## config.mk

```make
export PLATFORM = sky130hd
export DESIGN_NAME = window_gen3_flat
export DESIGN_NICKNAME = d
export VERILOG_FILES = /design/src/rtl/window_gen3_if.sv /design/src/rtl/window_gen3.sv /design/src/flat_wrapper.sv
export SDC_FILE = /design/constraint.sdc
export NUM_CORES = 1
export LEC_CHECK = 0
export ABC_AREA = 1
export CORE_MARGIN = 2
export CORE_UTILIZATION = 50
export DETAILED_ROUTE_END_ITERATION = 8
export HOLD_SLACK_MARGIN = 0.12
export PLACE_DENSITY = 0.79
export SYNTH_ARGS = -nofsm -noshare
export SYNTH_HDL_FRONTEND = slang
export SYNTH_SLANG_ARGS = --single-unit
export TNS_END_PERCENT = 20
```

## constraint.sdc

```tcl
create_clock -name i_clk -period 3 [get_ports i_clk]
set_input_delay 0.3 -clock i_clk [delete_from_list [all_inputs] [get_ports i_clk]]
set_output_delay 0.3 -clock i_clk [all_outputs]
set_load 0.01 [all_outputs]
```

## src/rtl/window_gen3_if.sv

```systemverilog
// Pixel-in / window-out stream bundle for window_gen3.
// WINDOW_GEN3_FRAME_CHECK_EN adds i_last / o_frame_err.
interface window_gen3_if #(parameter int DATA_WIDTH = 4);
  logic                             i_valid;
  logic                             o_ready;
  logic [DATA_WIDTH-1:0]            i_pixel;
  logic [0:2][0:2][DATA_WIDTH-1:0]  o_window;
  logic                             o_valid;
  logic                             i_ready;
  logic                             o_frame_done;
`ifdef WINDOW_GEN3_FRAME_CHECK_EN
  logic                             i_last;
  logic                             o_frame_err;

  modport master (output i_valid, i_pixel, i_ready, i_last,
                  input  o_ready, o_window, o_valid, o_frame_done, o_frame_err);
  modport slave  (input  i_valid, i_pixel, i_ready, i_last,
                  output o_ready, o_window, o_valid, o_frame_done, o_frame_err);
`else
  modport master (output i_valid, i_pixel, i_ready,
                  input  o_ready, o_window, o_valid, o_frame_done);
  modport slave  (input  i_valid, i_pixel, i_ready,
                  output o_ready, o_window, o_valid, o_frame_done);
`endif
endinterface

```

## src/rtl/window_gen3.sv

```systemverilog
// Streaming 3x3 sliding-window generator over two line buffers, raster-order input.
// Optional WINDOW_GEN3_FRAME_CHECK_EN: i_last frame-boundary check with resync.
module window_gen3 #(
  parameter int DATA_WIDTH = 4,
  parameter int IMG_WIDTH  = 8,
  parameter int IMG_HEIGHT = 8
) (
  input logic           i_clk,
  input logic           i_rst,
  window_gen3_if.slave  bus
);
  localparam int CW = $clog2(IMG_WIDTH);
  localparam int RW = $clog2(IMG_HEIGHT);

  typedef logic [DATA_WIDTH-1:0] pix_t;

  pix_t            lb0 [IMG_WIDTH];
  pix_t            lb1 [IMG_WIDTH];
  pix_t [0:2]      tap;
  logic [CW-1:0]   col;
  logic [RW-1:0]   row;
  logic            accept, at_last, row_end, interior, wrap_frame;

  assign bus.o_ready = !bus.o_valid || bus.i_ready;
  assign accept      = bus.i_valid && bus.o_ready;
  assign row_end     = (col == CW'(IMG_WIDTH-1));
  assign at_last     = row_end && (row == RW'(IMG_HEIGHT-1));
  assign interior    = (row >= RW'(2)) && (col >= CW'(2));

  // New right-hand column: oldest row from lb1, middle from lb0, newest is the incoming pixel
  assign tap[0] = lb1[col];
  assign tap[1] = lb0[col];
  assign tap[2] = bus.i_pixel;

`ifdef WINDOW_GEN3_FRAME_CHECK_EN
  assign wrap_frame = at_last || bus.i_last;
`else
  assign wrap_frame = at_last;
`endif

  // Line buffers carry no reset; row/col gating keeps stale entries out of valid windows
  always_ff @(posedge i_clk) begin
    if (accept) begin
      lb1[col] <= lb0[col];
      lb0[col] <= bus.i_pixel;
    end
  end

  always_ff @(posedge i_clk or posedge i_rst) begin
    if (i_rst) begin
      bus.o_valid      <= 1'b0;
      bus.o_frame_done <= 1'b0;
      bus.o_window     <= '0;
      row              <= '0;
      col              <= '0;
`ifdef WINDOW_GEN3_FRAME_CHECK_EN
      bus.o_frame_err  <= 1'b0;
`endif
    end else begin
      bus.o_frame_done <= accept && at_last;
`ifdef WINDOW_GEN3_FRAME_CHECK_EN
      bus.o_frame_err  <= accept && (bus.i_last != at_last);
`endif
      if (accept) begin
        for (int r = 0; r < 3; r++) begin
          bus.o_window[r][0] <= bus.o_window[r][1];
          bus.o_window[r][1] <= bus.o_window[r][2];
          bus.o_window[r][2] <= tap[r];
        end
        bus.o_valid <= interior;
        if (wrap_frame) begin
          row <= '0;
          col <= '0;
        end else if (row_end) begin
          col <= '0;
          row <= row + 1'b1;
        end else begin
          col <= col + 1'b1;
        end
      end else if (bus.i_ready) begin
        bus.o_valid <= 1'b0;
      end
    end
  end
endmodule

```

## src/flat_wrapper.sv

```systemverilog
// flat-port wrapper written by rule: the top's interface ports become plain ports
module window_gen3_flat 
#(
  parameter int DATA_WIDTH = 4,
  parameter int IMG_WIDTH  = 8,
  parameter int IMG_HEIGHT = 8
)
  (i_clk, i_rst, bus_i_valid, bus_i_pixel, bus_i_ready, bus_o_ready, bus_o_window, bus_o_valid, bus_o_frame_done);
  window_gen3_if #(.DATA_WIDTH(DATA_WIDTH)) bus_i ();
  input logic i_clk;
  input logic i_rst;
  input wire logic [$bits(bus_i.i_valid)-1:0] bus_i_valid;
  input wire logic [$bits(bus_i.i_pixel)-1:0] bus_i_pixel;
  input wire logic [$bits(bus_i.i_ready)-1:0] bus_i_ready;
  output wire logic [$bits(bus_i.o_ready)-1:0] bus_o_ready;
  output wire logic [$bits(bus_i.o_window)-1:0] bus_o_window;
  output wire logic [$bits(bus_i.o_valid)-1:0] bus_o_valid;
  output wire logic [$bits(bus_i.o_frame_done)-1:0] bus_o_frame_done;
  assign bus_i.i_valid = bus_i_valid;
  assign bus_i.i_pixel = bus_i_pixel;
  assign bus_i.i_ready = bus_i_ready;
  assign bus_o_ready = bus_i.o_ready;
  assign bus_o_window = bus_i.o_window;
  assign bus_o_valid = bus_i.o_valid;
  assign bus_o_frame_done = bus_i.o_frame_done;
  window_gen3 #(.DATA_WIDTH(DATA_WIDTH), .IMG_WIDTH(IMG_WIDTH), .IMG_HEIGHT(IMG_HEIGHT)) u_core (.i_clk(i_clk), .i_rst(i_rst), .bus(bus_i));
endmodule
```

### After elaboration in Yosys (flattened, before gate mapping)

Memory sizes are Yosys's and may differ from the RTL's. A register that Yosys moved wholly into a read port is not among the register bits.
Cells that the tools add are included.

| operators by class | value |
|---|---|
| muxes and demuxes | 8 |
| $add $sub $neg | 2 |
| equality and inequality tests | 2 |
| $lt $le $gt $ge | 2 |
| reduce and logical (&&, ||, !) cells | 9 |

Operators by type and width:

| kind | number |
|---|---|
| two-way mux 3 bit | 4 |
| adder 3 x 1 -> 3 bit, second input constant | 2 |
| equality test 3 bit, second input constant | 2 |
| >= comparator 3 x 2 -> 1 bit, second input constant | 2 |
| logical AND 1 bit | 4 |
| two-way mux 1 bit | 4 |
| nonzero test 2 bit | 2 |
| AND reduction 2 bit | 1 |
| zero test 1 bit | 1 |
| logical OR 1 bit | 1 |

| storage, ports and cells | value |
|---|---|
| output and inout port bits | 39 |
| input port bits | 8 |
| RAM bits | 64 |
| memories kept | 2 |
| bits in registers | 40 |
| word-level logic and storage cells | 37 |

Memories:

| memory | depth | width | read ports | clocked after memory_dff | write ports | line | RTL |
|---|---|---|---|---|---|---|---|
| u_core.lb0 | 8 | 4 | 1 | 0 | 1 | window_gen3.sv:17 | `pix_t lb0 [IMG_WIDTH];` |
| u_core.lb1 | 8 | 4 | 1 | 1 | 1 | window_gen3.sv:18 | `pix_t lb1 [IMG_WIDTH];` |

### Longest topological paths before layout

Gate-level depths: netlist of run 1.

| logic depth | value |
|---|---|
| word-level depth | 5 |
| gate-level depth with buffers | 11 |

### Worst setup path after synthesis of run 1

OpenSTA, ideal clock, no wires.

| timing | value |
|---|---|
| kind | reg-to-reg |
| from | reg u_core.bus.o_valid |
| to | mem u_core.lb0[7][0] (netlist name), enable pin |
| arrival | 1.684 ns |
| period minus slack after synthesis | 2.079 ns |
| path slack | 0.921 ns |
| cell stages (with the launch flop) | 5 |
| path buffers | 1 |
| cells stage by stage | dfrtp_1 nand2_1 nand2_1 clkbuf_1 nor4_1 |

| between the ends | value |
|---|---|
| longest elaborated chain between the ends | 5 |

RTL lines:

| element | line | RTL |
|---|---|---|
| from (decl) | window_gen3_if.sv:23 | `output o_ready, o_window, o_valid, o_frame_done);` |
| from (signal assigned) | window_gen3.sv:70 | `bus.o_valid <= interior;` |
| zero test 1 bit | window_gen3.sv:24 | `assign bus.o_ready = !bus.o_valid \|\| bus.i_ready;` |
| logical OR 1 bit | window_gen3.sv:24 |  |
| net bus_o_ready | flat_wrapper.sv:15 | `output wire logic [$bits(bus_i.o_ready)-1:0] bus_o_ready;` |
| logical AND 1 bit | window_gen3.sv:25 | `assign accept = bus.i_valid && bus.o_ready;` |
| two-way mux 1 bit | window_gen3.sv:43 | `if (accept) begin` |
| two-way mux 1 bit (implied by the code) | window_gen3.sv:45 | `lb0[col] <= bus.i_pixel;` |
| to (decl) | window_gen3.sv:17 |  |

The timed path passes the listed nets, and every way through them passes these cells.

### Final worst setup path of run 1

| timing | value |
|---|---|
| from | reg u_core.col[2] |
| to | mem u_core.lb0[7][1] (netlist name), enable pin |

RTL lines:

| element | line | RTL |
|---|---|---|
| from (decl) | window_gen3.sv:20 | `logic [CW-1:0] col;` |
| from (signal assigned) | window_gen3.sv:78 | `col <= col + 1'b1;` |

Straight into the memory's write port.

==> impl_results.md, run 1 <==
- Hold Crit Class: in -> async
- Hold WS: 417 ps
- Vias in the first global route: 3,172
- Critical path class: reg -> reg
- Die X: 98.9 um
- Slowest-stage cell, CP: dfrtp_1
- Initial drt markers: 354
- Worst Clk Skew: 14.6 ps
- Placed insts: 598
- Synthesized netlist cell count: 450
- Hpwl dp: 6090 um
- Yosys warning count: 0
- Final setup fails: 0
- Worst Tran Pin Value: 886 ps
- Vias per std cell: 5.21
- Final period util: 0.685
- CORE AREA: 0.00872 mm^2
- Number of clock sinks: 108
- Root Buffer: clkbuf_8
- Clk pin slew, worst setup/hold paths: 110 ps
- Placer Congestion: 0.766
- Io pins: 47
- Largest fanout on the critical path: 16
- Synth top area cells: edfxtp_1 43%, dfrtp_1 24%, nand2_1 23%, ha_1 1.9%, buf_6 1.5%
- Post-Syn Nets: 465
- Sequential area share after synthesis: 0.672
- Slew Limit Headroom: 0.409
- EDFF count, synth: 64
- Antenna violations before repair: 0
- Die area: 0.00977 mm^2
- Status: finished, final reports clean
- Cell variety after synth: 20
- Total of max-cap violations: 0
- Max Slew Vio Count: 0
- Final hold vios: 0
- Crit path capture type: register
- Clock Path Buffers: 2
- Core Rows: 34
- Aggregate negative setup slack: 0 ps
- DRC: 0
- Largest stage delay on the critical path: 730 ps
- Port buffer count: 46
- Global route overflow: 0
- Worst path cell trace: inv_1 > nor4_1 > buf_4
- CP Data Arrival Time: 2160 ps
- Cell area power density: 982 mW/mm^2
- Share of cells above drive strength 1: 0.0810
- WL per Instance: 15.5 um
- Yosys reg bits: 108
- Detailed Route WL: 9490 um
- Lkg Pwr: 2.44 nW
- Most frequent cell after synthesis: nand2_1
- Critical Path RT: 3110 ps
- Clock latency on the worst-skew pair: 390 ps
- CTS resizes: 0
- Initial core utilization: 0.516
- Share of synthesized registers carrying an async set or reset: 0.407
- First-pass GRT wire length: 15,600 um
- Router iterations before antenna repair: 5
- Peak supply drop: 604 uV
- Yosys top cell by area: edfxtp_1
- Final ANT Viol Nets: 0
- Syn_area_per_cell: 10.0 um^2
- RSZ-0062 raised after global routing: false
- Post-route insts no fill: 614
- Min Tclk post-route: 2060 ps
- Main flop type after synthesis: edfxtp_1
- Setup repair bufs after CTS: 0
- H-tree depth: 3
- Mapped Area: 0.00450 mm^2
- GRT Total Usage: 0.206
- Final core occ: 0.603
- Post-synth top area share: 0.427
- Final #Nets: 516
- Die Y: 98.9 um
- Hold Buf Count CTS: 0
- Crit path launch type: register
- Pin count of the biggest net entering global routing: 45
- Achievable Freq: 487 MHz
- Vias after detailed routing: 3,197
- Top cells by count, synth: 275 x nand2_1, 64 x edfxtp_1, 44 x dfrtp_1
- Area Growth Syn to Fin: 16.9%
- Ant. Diodes: 0
- CTS Buf Count: 9
- CTS tree: built
## worst paths after layout
path	start	end	slack (ps)	depth (start not counted)
max	u_core.col[2]	u_core.lb0[7][1]	940	3
min	i_rst	u_core.bus.o_window[6]	420	2
max reg2reg	u_core.col[2]	u_core.lb0[7][1]	940	3
min reg2reg	u_core.bus.o_window[35]	u_core.bus.o_window[35]	490	2
max in group asynchronous	i_rst	u_core.bus.o_window[14]	2020	2
min in group i_clk	u_core.bus.o_window[35]	u_core.bus.o_window[35]	490	2
## logic make-up after synthesis
family                     after synthesis  synth area share
and+or+nand+nor                        296             0.257
DFF                                    108             0.672
buffers and inverters                   31            0.0425
AOI/OAI and AO/OA                        8           0.00890
adders and majority gates                7            0.0195
## report_power, final
group	internal [W]	switching (W)	leakage, nW	total (W)
logic	0.000752	0.00122	1.19	0.00197
clock network	0.000333	0.000545	0.103	0.000878
registers	0.00207	0.000240	1.14	0.00231
total	0.00316	0.00201	2.44	0.00517
## through the flow
stage	worst slack [ps]	cell area, um^2	total power (W)
6_report	945	5260	0.00517
4_1_cts	946	5260	0.00520
3_5_place_dp	966	5060	0.00431
2_1_floorplan	921	4500	0.00351
3_3_place_gp	952	5060	0.00424
5_1_grt	723	5260	0.00551
## final cells by class
class / instances / area, um^2
Fill cell: 697 / 3460
Sequential cell: 108 / 3020
Timing Repair Buffer: 63 / 588
Clock buffer: 9 / 124
Tap cell: 108 / 135
Multi-Input combinational cell: 311 / 1280
Clock inverter: 7 / 73.8
Inverter: 8 / 30.0
## placed cells by master (no fill, tap or decap)
| cell type | n |
|---|---|
| clkinv_8 | 1 |
| inv_6 | 2 |
| buf_4 | 17 |
| nand3_1 | 1 |
| ha_1 | 7 |
| inv_1 | 5 |
| nor2_1 | 3 |
| dfrtp_1 | 44 |
| o21ai_1 | 1 |
| inv_4 | 1 |
| nand4_2 | 1 |
| clkbuf_8 | 9 |
| nand2_2 | 4 |
| inv_8 | 3 |
| o21ai_0 | 7 |
| nor4_1 | 6 |
| nand4_1 | 3 |
| inv_2 | 3 |
| nor3_1 | 3 |
| clkdlybuf4s50_1 | 46 |
| nand2_1 | 275 |
| edfxtp_1 | 64 |
## worst max-delay path, delay by kind of cell (launching register included)
family	cells	cell delay [ps]
buffers and inverters	2	590
flip-flops	1	730
AND/OR/NAND/NOR	1	460
## flip-flops by register name, summed over array words and instances (netlist names)
name and flops:
u_core.row 3, u_core.bus.o_frame_done 1, u_core.lb1 32, u_core.bus.o_valid 1, u_core.col 3, u_core.bus.o_window 36
u_core.lb0 32
## layer usage
layer	track usage	vias to the layer above	routed length [um]
met2	0.327	120	4530
met1	0.280	1528	4160
met5	0	-	0
met4	0.0717	0	115
met3	0.0525	11	674
li1	-	1538	-
Note: power is estimated with default switching activity, not from simulation.
==> inputs of run 2 (changes only) <==
- PLACE_DENSITY: 0.79 -> 0.82
- clock period: 3 -> 1.85 ns (I/O delays scaled with it)
==> impl_results.md, run 2 (synthesis gave the netlist of run 1 again) <==
- Crit path launch type: register
- Clk pin slew, worst setup/hold paths: 100 ps (about the same)
- Pin count of the biggest net entering global routing: 39 (-13%)
- Clock Path Buffers: 2 (unchanged)
- Biggest register: u_core.bus.o_window
- CTS Buf Count: 9 (unchanged)
- Design area: 0.00536 mm^2 (+1.9%)
- Hold Crit Class: in -> reg
- Lkg Pwr: 2.48 nW (+1.7%)
- Initial drt markers: 186 (-47%)
- Final hold vios: 0 (unchanged)
- Total of max-cap violations: 0 (unchanged)
- Peak supply drop: 863 uV (+43%)
- Initial core utilization: 0.516 (unchanged)
- Router iterations before antenna repair: 4 (-1)
- Final core occ: 0.614 (+0.0112)
- Number of clock sinks: 108 (unchanged)
- Die Y: 98.9 um (unchanged)
- Max Slew Vio Count: 0 (unchanged)
- Final #Nets: 523 (+1.4%)
- Final setup fails: 0 (unchanged)
- Ant. Diodes: 0 (unchanged)
- First-pass GRT wire length: 15,600 um (-0.13%)
- Clock latency on the worst-skew pair: 370 ps (-20 ps)
- Most frequent cells in the layout: 275 x nand2_1, 64 x edfxtp_1, 46 x clkdlybuf4s50_1
- Port buffer count: 46 (unchanged)
- CP Data Arrival Time: 1430 ps (-730 ps)
- Slew Limit Headroom: 0.630 (+0.222)
- Share of cells above drive strength 1: 0.0936 (+0.0125)
- Worst Tran Pin Value: 551 ps (-335 ps)
- CTS tree: built
- DRC: 0 (unchanged)
- Critical Path RT: 1660 ps (-1450 ps)
- Placer Congestion: 0.790 (+3.2%)
- Achievable Freq: 621 MHz
- RSZ-0062 raised after global routing: false
- Worst Clk Skew: 12.9 ps (-1.72 ps)
- Largest fanout on the critical path: 3 (-13)
- Die area: 0.00977 mm^2 (unchanged)
- Global route overflow: 0 (unchanged)
- Area Growth Syn to Fin: 19.0%
- Final ANT Viol Nets: 0 (unchanged)
- Commonest non-fill, non-tap cell in the layout: nand2_1
- Regs by FF count: u_core.bus.o_window: 36 flops, u_core.lb0: 32 flops, u_core.lb1: 32 flops
- # fillers: 686 (-1.6%)
- WL per Instance: 15.0 um (-3.1%)
- Vias in the first global route: 3,059 (-3.6%)
- Critical path class: reg -> out
- H-tree depth: 3 (unchanged)
- CORE AREA: 0.00872 mm^2 (unchanged)
- Root Buffer: clkbuf_8
- Cell Area, Placed: 0.00514 mm^2 (+1.5%)
- Detailed Route WL: 9300 um (-2.0%)
- Hpwl dp: 6230 um (+2.3%)
- Die X: 98.9 um (unchanged)
- Crit path capture type: output pin
- Max reg flops: 36 (unchanged)
- Vias per std cell: 5.08 (-2.4%)
- Min Tclk post-route: 1610 ps
- Io pins: 47 (unchanged)
- Antenna violations before repair: 0 (unchanged)
- Core Rows: 34 (unchanged)
- GRT Total Usage: 0.206 (-0.000888)
- Vias after detailed routing: 3,157 (-1.3%)
- Final period util: 0.870
- Cell area power density: 1580 mW/mm^2 (+61%)
- Status: finished, final reports clean
## run 2: cell types whose count changed in the layout (fill, tap and decap cells not counted), sizes merged
cell,change
buf,+6
clkbuf,+1
clkinv,+2
dlygate4sd3,+1
inv,-3
## run 2: worst max-delay path: stages, from the launching register on
cell	delay, ps
dfrtp_1	400
nand2_1	110
clkdlybuf4s50_1	550
## run 2: power breakdown
group	internal [W]	switching [W]	total, W
clock	0.000596	0.000839	0.00144
combinational	0.00132	0.00199	0.00330
sequential	0.00336	0.000367	0.00373
## run 2: worst paths after layout
path                                          from                      end  slack [ps]  depth (start not counted)
max reg2reg                          u_core.col[0]         u_core.lb1[5][2]         270                          7
min reg2reg                u_core.bus.o_window[35]  u_core.bus.o_window[35]         500                          2
min                                    bus_i_ready       u_core.bus.o_valid         440                          4
min in group asynchronous                    i_rst  u_core.bus.o_window[26]         690                          3
max                             u_core.bus.o_valid              bus_o_ready         240                          2
max in group asynchronous                    i_rst  u_core.bus.o_window[16]         570                          4
## run 2: layout make-up
type / instances / area (um^2) / area share
sequential: 108 / 3020 / 0.564
multi-input combinational: 311 / 1300 / 0.242
timing repair buffer: 70 / 668 / 0.125
clock buffer: 10 / 149 / 0.0278
tap: 108 / 135 / 0.0252
clock inverter: 6 / 51.3 / 0.00958
inverter: 8 / 32.5 / 0.00607
## run 2: per-stage QoR
stage                     std cells  total power [W]  setup TNS (ps)  hold slack, ps  setup WS [ps]
after floorplan                 450          0.00570           -9470             284           -189
after global placement          604          0.00694            -116             465          -14.5
after detailed placement        604          0.00707            -726             466          -91.1
after CTS                       621          0.00851               0             426            135
after global routing            621          0.00907               0             485           95.4
final                           621          0.00847               0             443            240
## run 2: layer usage
layer / GRT usage / up-vias / part of all wire
met5: 0 / - / 0
met4: 0.0506 / 0 / 0.0087
met3: 0.0504 / 8 / 0.050
met2: 0.324 / 75 / 0.48
met1: 0.291 / 1521 / 0.46
li1: - / 1553 / -
## run 2: what timing repair did
item,CTS,global route
setup buffers,0,0
hold endpoints to repair,15,0
setup endpoints to repair,0,5
hold buffers,1,0
resized for setup,0,3
